**src/rtl/pc_sequencer_pkg.sv**
```systemverilog
// ============================================================================
// Module   : pc_sequencer_pkg
// Brief    : Shared opcode/funct constants and state encoding for the PC
//            sequencer and its redirect decoder.
// Revision : 1.0 - initial release
// ============================================================================
`default_nettype none

package pc_sequencer_pkg;

    // Decode-stage opcode / funct values
    localparam logic [5:0] OP_RTYPE   = 6'b000000;
    localparam logic [5:0] OP_BEQ     = 6'b000100;
    localparam logic [5:0] OP_BNE     = 6'b000101;
    localparam logic [5:0] OP_J       = 6'b000010;
    localparam logic [5:0] OP_JAL     = 6'b000011;
    localparam logic [5:0] FN_JR      = 6'b001000;
    localparam logic [5:0] FN_SYSCALL = 6'b001100;

    // Sequencer state encoding
    localparam logic [1:0] ST_RUN      = 2'd0;
    localparam logic [1:0] ST_WAIT_MEM = 2'd1;
    localparam logic [1:0] ST_FLUSH    = 2'd2;
    localparam logic [1:0] ST_HALT     = 2'd3;

    typedef enum logic [1:0] {
        RUN      = ST_RUN,
        WAIT_MEM = ST_WAIT_MEM,
        FLUSH    = ST_FLUSH,
        HALT     = ST_HALT
    } state_e;

endpackage

`default_nettype wire

```
**src/rtl/pc_sequencer_if.sv**
```systemverilog
// ============================================================================
// Module   : pc_sequencer_if
// Brief    : Decode/hazard/imem inputs and PC-mux control outputs of the
//            PC sequencer. master = surrounding pipeline, slave = sequencer.
// Revision : 1.0 - initial release
// ============================================================================
`default_nettype none

interface pc_sequencer_if;
    logic [5:0] opcode;
    logic [5:0] funct;
    logic       zero;
    logic       stall_req;
    logic       imem_ready;
    logic       select_branch;
    logic       select_jump;
    logic       select_jump_r;
    logic       pc_write;
    logic       if_flush;
    logic       halted;
    logic       timeout_err;

    modport master (
        output opcode, funct, zero, stall_req, imem_ready,
        input  select_branch, select_jump, select_jump_r,
               pc_write, if_flush, halted, timeout_err
    );

    modport slave (
        input  opcode, funct, zero, stall_req, imem_ready,
        output select_branch, select_jump, select_jump_r,
               pc_write, if_flush, halted, timeout_err
    );
endinterface

`default_nettype wire

```
**src/rtl/pc_redirect_decode.sv**
```systemverilog
// ============================================================================
// Module   : pc_redirect_decode
// Brief    : Combinational classification of the decode-stage instruction
//            into taken branch / jump / jump-register / syscall. The opcode
//            compares are mutually exclusive, so at most one flag is high.
// Revision : 1.0 - initial release
// ============================================================================
`default_nettype none

module pc_redirect_decode
    import pc_sequencer_pkg::*;
(
    input  wire logic [5:0] opcode,
    input  wire logic [5:0] funct,
    input  wire logic       zero,
    output logic            taken_branch,
    output logic            take_jump,
    output logic            take_jump_r,
    output logic            is_syscall
);

    logic w_rtype;

    // Instruction class flags straight from opcode/funct/zero
    always_comb begin
        w_rtype      = (opcode == OP_RTYPE);
        taken_branch = ((opcode == OP_BEQ) &&  zero) ||
                       ((opcode == OP_BNE) && !zero);
        take_jump    = (opcode == OP_J) || (opcode == OP_JAL);
        take_jump_r  = w_rtype && (funct == FN_JR);
        is_syscall   = w_rtype && (funct == FN_SYSCALL);
    end

endmodule

`default_nettype wire

```
**src/rtl/pc_sequencer.sv**
```systemverilog
// ============================================================================
// Module   : pc_sequencer
// Brief    : PC control FSM (RUN / WAIT_MEM / FLUSH / HALT). Drives the PC
//            source selects (Mealy), PC write enable, IF/ID flush, halt
//            status and a sticky instruction-memory timeout flag.
// Config   : PC_DELAY_SLOT_EN - branch-delay-slot mode; taken redirects stay
//            in RUN and if_flush is never asserted.
// Revision : 1.0 - initial release
// ============================================================================
`default_nettype none

module pc_sequencer
    import pc_sequencer_pkg::*;
#(
    parameter int MEM_TIMEOUT = 16,
    parameter int CNT_W       = 8
) (
    input  wire logic     clk,
    input  wire logic     reset,
    pc_sequencer_if.slave bus
);

    localparam logic [CNT_W-1:0] CNT_MAX   = '1;
    localparam logic [CNT_W-1:0] CNT_LIMIT = CNT_W'(MEM_TIMEOUT);

    state_e           state_q, state_d;
    logic [CNT_W-1:0] cnt_q, cnt_d, cnt_inc;
    logic             terr_q, terr_d;

    logic taken_branch, take_jump, take_jump_r, is_syscall;
    logic sel_branch, sel_jump, sel_jump_r, pc_wr, flush;

    pc_redirect_decode u_decode (
        .opcode       (bus.opcode),
        .funct        (bus.funct),
        .zero         (bus.zero),
        .taken_branch (taken_branch),
        .take_jump    (take_jump),
        .take_jump_r  (take_jump_r),
        .is_syscall   (is_syscall)
    );

    // Wait counter increment that sticks at all-ones instead of wrapping
    assign cnt_inc = (cnt_q == CNT_MAX) ? cnt_q : cnt_q + CNT_W'(1);

    // State, wait counter and sticky timeout flag
    always_ff @(posedge clk) begin
        if (reset) begin
            state_q <= RUN;
            cnt_q   <= '0;
            terr_q  <= 1'b0;
        end else begin
            state_q <= state_d;
            cnt_q   <= cnt_d;
            terr_q  <= terr_d;
        end
    end

    // Next-state and Mealy outputs; everything held at 0 in a reset cycle
    always_comb begin
        state_d    = state_q;
        cnt_d      = cnt_q;
        terr_d     = terr_q;
        sel_branch = 1'b0;
        sel_jump   = 1'b0;
        sel_jump_r = 1'b0;
        pc_wr      = 1'b0;
        flush      = 1'b0;
        if (!reset) begin
            case (state_q)
                RUN: begin
                    if (is_syscall) begin
                        state_d = HALT;
                    end else if (bus.stall_req) begin
                        // hold: a pending redirect waits for stall to drop
                        state_d = RUN;
                    end else if (!bus.imem_ready) begin
                        state_d = WAIT_MEM;
                        cnt_d   = CNT_W'(1);
                    end else if (taken_branch || take_jump || take_jump_r) begin
                        sel_branch = taken_branch;
                        sel_jump   = take_jump;
                        sel_jump_r = take_jump_r;
                        pc_wr      = 1'b1;
`ifdef PC_DELAY_SLOT_EN
                        state_d    = RUN;
`else
                        state_d    = FLUSH;
`endif
                    end else begin
                        pc_wr = 1'b1;
                    end
                end
                WAIT_MEM: begin
                    if (bus.imem_ready) begin
                        cnt_d   = '0;
                        state_d = RUN;
                    end else begin
                        cnt_d = cnt_inc;
                        if (cnt_inc >= CNT_LIMIT) begin
                            terr_d  = 1'b1;
                            state_d = HALT;
                        end
                    end
                end
                FLUSH: begin
`ifndef PC_DELAY_SLOT_EN
                    flush = 1'b1;
`endif
                    pc_wr = bus.imem_ready;
                    if (bus.imem_ready) begin
                        state_d = RUN;
                    end else begin
                        state_d = WAIT_MEM;
                        cnt_d   = CNT_W'(1);
                    end
                end
                HALT: begin
                    state_d = HALT;
                end
                default: begin
                    state_d = RUN;
                end
            endcase
        end
    end

    assign bus.select_branch = sel_branch;
    assign bus.select_jump   = sel_jump;
    assign bus.select_jump_r = sel_jump_r;
    assign bus.pc_write      = pc_wr;
    assign bus.if_flush      = flush;
    assign bus.halted        = (state_q == HALT) && !reset;
    assign bus.timeout_err   = terr_q && !reset;

endmodule

`default_nettype wire

```
**src/flat_wrapper.sv**
```systemverilog
// flat-port wrapper written by rule: the top's interface ports become plain ports
module pc_sequencer_flat import pc_sequencer_pkg::*;
#(
    parameter int MEM_TIMEOUT = 16,
    parameter int CNT_W       = 8
)
  (clk, reset, bus_opcode, bus_funct, bus_zero, bus_stall_req, bus_imem_ready, bus_select_branch, bus_select_jump, bus_select_jump_r, bus_pc_write, bus_if_flush, bus_halted, bus_timeout_err);
  pc_sequencer_if bus_i ();
  input  wire logic clk;
  input  wire logic reset;
  input wire logic [$bits(bus_i.opcode)-1:0] bus_opcode;
  input wire logic [$bits(bus_i.funct)-1:0] bus_funct;
  input wire logic [$bits(bus_i.zero)-1:0] bus_zero;
  input wire logic [$bits(bus_i.stall_req)-1:0] bus_stall_req;
  input wire logic [$bits(bus_i.imem_ready)-1:0] bus_imem_ready;
  output wire logic [$bits(bus_i.select_branch)-1:0] bus_select_branch;
  output wire logic [$bits(bus_i.select_jump)-1:0] bus_select_jump;
  output wire logic [$bits(bus_i.select_jump_r)-1:0] bus_select_jump_r;
  output wire logic [$bits(bus_i.pc_write)-1:0] bus_pc_write;
  output wire logic [$bits(bus_i.if_flush)-1:0] bus_if_flush;
  output wire logic [$bits(bus_i.halted)-1:0] bus_halted;
  output wire logic [$bits(bus_i.timeout_err)-1:0] bus_timeout_err;
  assign bus_i.opcode = bus_opcode;
  assign bus_i.funct = bus_funct;
  assign bus_i.zero = bus_zero;
  assign bus_i.stall_req = bus_stall_req;
  assign bus_i.imem_ready = bus_imem_ready;
  assign bus_select_branch = bus_i.select_branch;
  assign bus_select_jump = bus_i.select_jump;
  assign bus_select_jump_r = bus_i.select_jump_r;
  assign bus_pc_write = bus_i.pc_write;
  assign bus_if_flush = bus_i.if_flush;
  assign bus_halted = bus_i.halted;
  assign bus_timeout_err = bus_i.timeout_err;
  pc_sequencer #(.MEM_TIMEOUT(MEM_TIMEOUT), .CNT_W(CNT_W)) u_core (.clk(clk), .reset(reset), .bus(bus_i));
endmodule
```
**config.mk**
```make
export PLATFORM = sky130hd
export DESIGN_NAME = pc_sequencer_flat
export DESIGN_NICKNAME = d
export VERILOG_FILES = /design/src/rtl/pc_sequencer_pkg.sv /design/src/rtl/pc_sequencer_if.sv /design/src/rtl/pc_redirect_decode.sv /design/src/rtl/pc_sequencer.sv /design/src/flat_wrapper.sv
export SDC_FILE = /design/constraint.sdc
export NUM_CORES = 1
export LEC_CHECK = 0
export CAP_MARGIN = 5
export CORE_ASPECT_RATIO = 0.7
export CORE_MARGIN = 2
export CORE_UTILIZATION = 41
export DETAILED_ROUTE_END_ITERATION = 16
export HOLD_SLACK_MARGIN = 0.05
export PLACE_DENSITY_LB_ADDON = 0.08
export SLEW_MARGIN = 20
export SYNTH_ARGS = -nofsm -noshare
export SYNTH_HDL_FRONTEND = slang
export SYNTH_HIERARCHICAL = 1
export SYNTH_SLANG_ARGS = --single-unit
```
**constraint.sdc**
```tcl
create_clock -name clk -period 2.3 [get_ports clk]
set_clock_uncertainty 0.2 [all_clocks]
set_input_delay 0.46 -clock clk [delete_from_list [all_inputs] [get_ports clk]]
set_output_delay 0.46 -clock clk [all_outputs]
set_load 0.1 [all_outputs]
```
Word level (Yosys, flattened, before mapping)
Cells that the tools add are included.
{ "word_totals": {"inputBits": 17, "word_cells": 77, "ff_bits": 11, "output_inout_bits": 7} }
{ "op_classes": {"bitwise_logic": 1, "n_addsub": 1, "eq_ne": 14, "magnitude_cmp": 1, "n_reduce_logical": 18, "mux": 39} }
{ "ops": {"columns": ["cell", "count"], "rows": [
  ["$mux 8", 5],
  ["$mux 1", 25],
  ["$pmux 8 s3", 1],
  ["$eq 6x2->1 const B", 2],
  ["$eq 6x3->1 const B", 2],
  ["$eq 6x4->1 const B", 2],
  ["$mux 2", 6],
  ["$add 8x1->8 const B", 1],
  ["$eq 8x8->1 const B", 1],
  ["$ge 8x5->1 const B", 1],
  ["$pmux 2 s4", 1],
  ["$logic_and 1x1->1", 6],
  ["$logic_not 6->1", 1],
  ["$reduce_and 3->1", 2],
  ["$ne 5x3->1 const B", 1],
  ["$eq 2x2->1 const B", 2],
  ["$logic_or 1x1->1", 4],
  ["$ne 2x2->1 const B", 2],
  ["$ne 3x2->1 const B", 1],
  ["$reduce_bool 3->1", 1],
  ["$eq 2x1->1 const B", 1],
  ["$logic_not 1->1", 2],
  ["$logic_not 2->1", 1],
  ["$pmux 1 s2", 1],
  ["2 further kinds", 2]
]} }

Logic depth before layout (Yosys ltp)
{ "depth": {"word_depth": 11, "mapped_depth": 6, "ltp_nobuf": 6} }

By module
The synthesis kept the hierarchy.
{ "by_module_without_submodules": {"columns": ["mod", "cells_each", "area_per_inst_um2", "instances", "seq_area_each_um2"], "rows": [
  ["pc_sequencer", 90, 735.7, 1, 220.2],
  ["pc_redirect_decode", 11, 73.8, 1, 0.0]
]} }

Worst setup path after synthesis
Ideal clock, no wire load.
{ "synth_path": {"path_type": "input -> output", "startpoint": "in reset", "endpoint": "out bus_if_flush", "required_time_ns": 1.640, "setup_slack_ns": -1.039, "cell_stages": 2, "arrival_time_ns": 2.679, "path_buffers": 1, "cell_sequence": "clkbuf_1 nor3_1"} }
{ "synth_between": {"elab_chain_cells": 1} }
{ "synth_rtl": {"columns": ["element", "line", "source"], "rows": [
  ["start: declaration", "flat_wrapper.sv:10", "input wire logic reset;"],
  ["$mux 1", "pc_sequencer.sv:69", "if (!reset) begin"],
  ["end: declaration", "flat_wrapper.sv:20", "output wire logic [$bits(bus_i.if_flush)-1:0] bus_if_flush;"]
]} }
No other way between the ends.

Final worst setup path
{ "layout_path": {"startpoint": "in bus_opcode[2]", "endpoint": "out bus_select_jump_r"} }
{ "layout_between": {"word_cells_on_any_way": 19, "classes_between": "eq/ne: 4; mux: 6; reduce/logical: 9"} }
{ "layout_lines": {"columns": ["element", "line", "source"], "rows": [
  ["start: declaration", "flat_wrapper.sv:11", "input wire logic [$bits(bus_i.opcode)-1:0] bus_opcode;"],
  ["$logic_not 6->1 (*)", "pc_redirect_decode.sv:26", "w_rtype = (opcode == OP_RTYPE);"],
  ["$logic_and 1x1->1 (*)", "pc_redirect_decode.sv:30", "take_jump_r = w_rtype && (funct == FN_JR);"],
  ["via u_core.take_jump_r", "pc_sequencer.sv:30", "logic taken_branch, take_jump, take_jump_r, is_syscall;"],
  ["$logic_or 1x1->1", "pc_sequencer.sv:80", "end else if (taken_branch || take_jump || take_jump_r) begin"],
  ["$mux 1 (*)", "pc_sequencer.sv:80", null],
  ["$mux 1 (*)", "pc_sequencer.sv:77", "end else if (!bus.imem_ready) begin"],
  ["$mux 1 (*)", "pc_sequencer.sv:74", "end else if (bus.stall_req) begin"],
  ["$mux 1 (*)", "pc_sequencer.sv:72", "if (is_syscall) begin"],
  ["$mux 1 (*)", "pc_sequencer.sv:70", "case (state_q)"],
  ["$mux 1 (*)", "pc_sequencer.sv:69", null],
  ["end: declaration", "flat_wrapper.sv:18", "output wire logic [$bits(bus_i.select_jump_r)-1:0] bus_select_jump_r;"]
]} }
The timed path passes the listed nets; every way through them passes the cells marked *.

==> impl_metrics.toml <==
[logic_synthesis]
synthesis.nets = 119
synth-edff-count = 0
yosys.area.top_type_share_pct = 27.2
postSynthCellCount = 101
yosys.area.top_type = "dfxtp_1"
ys_seq_elements = 11
synth_area_leaders = "dfxtp_1 27%, a21o_1 4.6%, a31oi_1 4.6%, and3_1 3.9%, a21oi_1 3.7%"
yosys_most_used_dff = "dfxtp_1"
syn_area_um2 = 810
async_reset_ff_share_pct = 0
yosysSeqAreaShare_pct = 27.2
syn_area_per_cell_um2 = 8.02
yosysWarnings = 6
yosys-top-cells-count = "11 x dfxtp_1, 8 x nor2_1, 6 x a21oi_1, 6 x a31oi_1"
synth_cell_types = 46
synth_most_common_cell = "dfxtp_1"

[timing]
fmax_mhz = 382
setup-tns-final_ns = -1.17
post-route-period-util_pct = 114
rsz0062_at_grt = "yes"
worst_slack_ns = -0.319
slew-limit-headroom_pct = 75.4
final-setup-viol-count = 5
tightest_slew_ns = 0.369
finalMaxSlewViolations = 0
min_period_ns = 2.62
hold_violations = 0

[global_routing]
grt_use_met1_pct = 28.8
grt_pass1_wl_um = 3490
grt-busiest-layer = "met2"
grt_pass1_vias = 748
met2_usage_pct = 32.8
grt_use_total_pct = 20.6
antenna_found_initial = 0
grtUsageMet3_pct = 7.26
grt_start_max_net_pins = 12
grt_overflow_total = 0

[clock_network]
path_clk_slew_ns = 0.06
cts_sinks = 11
cts-root-buf = "clkbuf_4"
htreeDepth = 1
hold_buffers = 0
clock_latency_ns = 0.27
cts_max_path_buffers = 2
cts_tree = "done"
cts-buffers-inserted = 3

[power]
power_frac_clock_pct = 28.2
ir_drop_mv = 0.329
p_int_uw = 327
netSwitchingFraction_pct = 29.1
pwr-share-comb_pct = 27.3
p_leak_nw = 0.537
power.switching_uw = 134
power_frac_seq_pct = 44.5
power_density_nw_per_um2 = 357

[final_layout]
fin_nets = 154
utilization_pct = 69.8
design_area_um2 = 1290
n_antenna_cell = 0
drive_above_1_share_pct = 40.7
area_growth_pct = 59.8
fillCellCount = 151

[routing]
wire_per_inst_um = 14.2
dr.pass1.iters = 4
routed_wl_um = 2230
antenna_left = 0
vias = 894
viasPerCell = 5.69
drtIter0Drc = 33
drc = 0

[worst_setup_path]
start_kind = "input port"
cp_max_fo = 2
cp.arrival_ns = 1.96
crit_type = "input port to primary output"
end_kind = "primary output"
required_ns = 1.64

[outcome]
violations = "setup timing"
status = "finished, violations left"

[place]
gp_congestion = 0.813
numPortBuffers = 23
hpwl_um = 1770
placed_area_um2 = 1230

[flow_run]
maxCapViolCount = 0

[die]
die_w_um = 57.1
core_area_um2 = 1850
initial_core_util_pct = 43.7
rows = 13
die_h_um = 41.2
dieArea_um2 = 2350
ioPinCount = 24

[min_path]
timing.hold.worst.class = "flop to flop"
[final timing paths]
path / from / end / slack [ns] / depth (start not counted)
setup / recovery: bus_opcode[2] / bus_select_jump_r / -0.32 / 7
hold / removal: u_core/cnt_q[3] / u_core/cnt_q[3] / 0.31 / 1
setup reg to reg: u_core/cnt_q[0] / u_core/cnt_q[0] / 0.34 / 5
hold reg to reg: u_core/cnt_q[3] / u_core/cnt_q[3] / 0.31 / 1
[worst max-delay path, stage by stage]
cell and delay, ns:
buf_6 0.09, or4_4 0.56, buf_6 0.15, nor4_4 0.25, buf_4 0.15, and2_4 0.14, buf_12 0.16
[timing repair]
item,4_1_cts,5_1_grt
gates resized for setup,38,7
endpoints found under the setup margin,14,11
setup buffers,2,0
pin swaps,8,6
[layer usage]
metal / vias to the layer above / wire length, um
met1: 403 / 1080
li1: 456 / -
met2: 35 / 979
met5: - / 0
met4: 0 / 0
met3: 0 / 171
[state kept, by name, summed over array words and instances, names as in the netlist]
name,count
u_core/state_q,2
u_core/terr_q,1
u_core/cnt_q,8
[power by group through the flow]
stage	sequential (mW)	clock (mW)	combinational, mW
detailed placement	0.210	0	0.122
global route	0.207	0.144	0.136
CTS	0.205	0.136	0.121
finish	0.205	0.130	0.126
floorplan	0.203	0	0.0720
global placement	0.209	0	0.120
[through the flow]
step | cells | hold slack (ns) | total power, mW | setup WS, ns
after floorplan | 101 | 0.260 | 0.275 | -0.246
after global placement | 151 | 0.274 | 0.330 | -0.749
after detailed placement | 151 | 0.293 | 0.332 | -0.788
after CTS | 157 | 0.308 | 0.462 | -0.333
after global routing | 157 | 0.344 | 0.487 | -0.369
final | 157 | 0.306 | 0.462 | -0.319
[area by class of cell]
type / count / area, um^2 / area share (%)
Multi-Input combinational cell: 80 / 618 / 47.8
Sequential cell: 11 / 220 / 17.0
Timing Repair Buffer: 37 / 390 / 30.2
Clock buffer: 4 / 26.3 / 2.03
Inverter: 3 / 11.3 / 0.870
Tap cell: 22 / 27.5 / 2.13
[cell usage in the layout (no fill, tap or decap), types with 5 or more instances in the layout]
master | netlist | routed
a21oi_1 | 6 | 5
buf_4 | 1 | 12
and3_1 | 5 | 5
a21o_1 | 5 | 5
a31oi_1 | 6 | 5
clkdlybuf4s50_1 | 0 | 5
buf_12 | 0 | 7
dfxtp_1 | 11 | 11
nor2_1 | 8 | 5
[cells by family after synthesis]
kind of cell / count (synthesis) / synth area share (%)
AOI/OAI and AO/OA: 33 / 29.5
xor gates and xnor gates: 1 / 1.08
adders and majority gates: 1 / 1.55
buffers and inverters: 10 / 7.42
DFF: 11 / 27.2
muxes: 1 / 1.24
and+or+nand+nor: 44 / 32.0
Power figures use the tool's default switching activity.
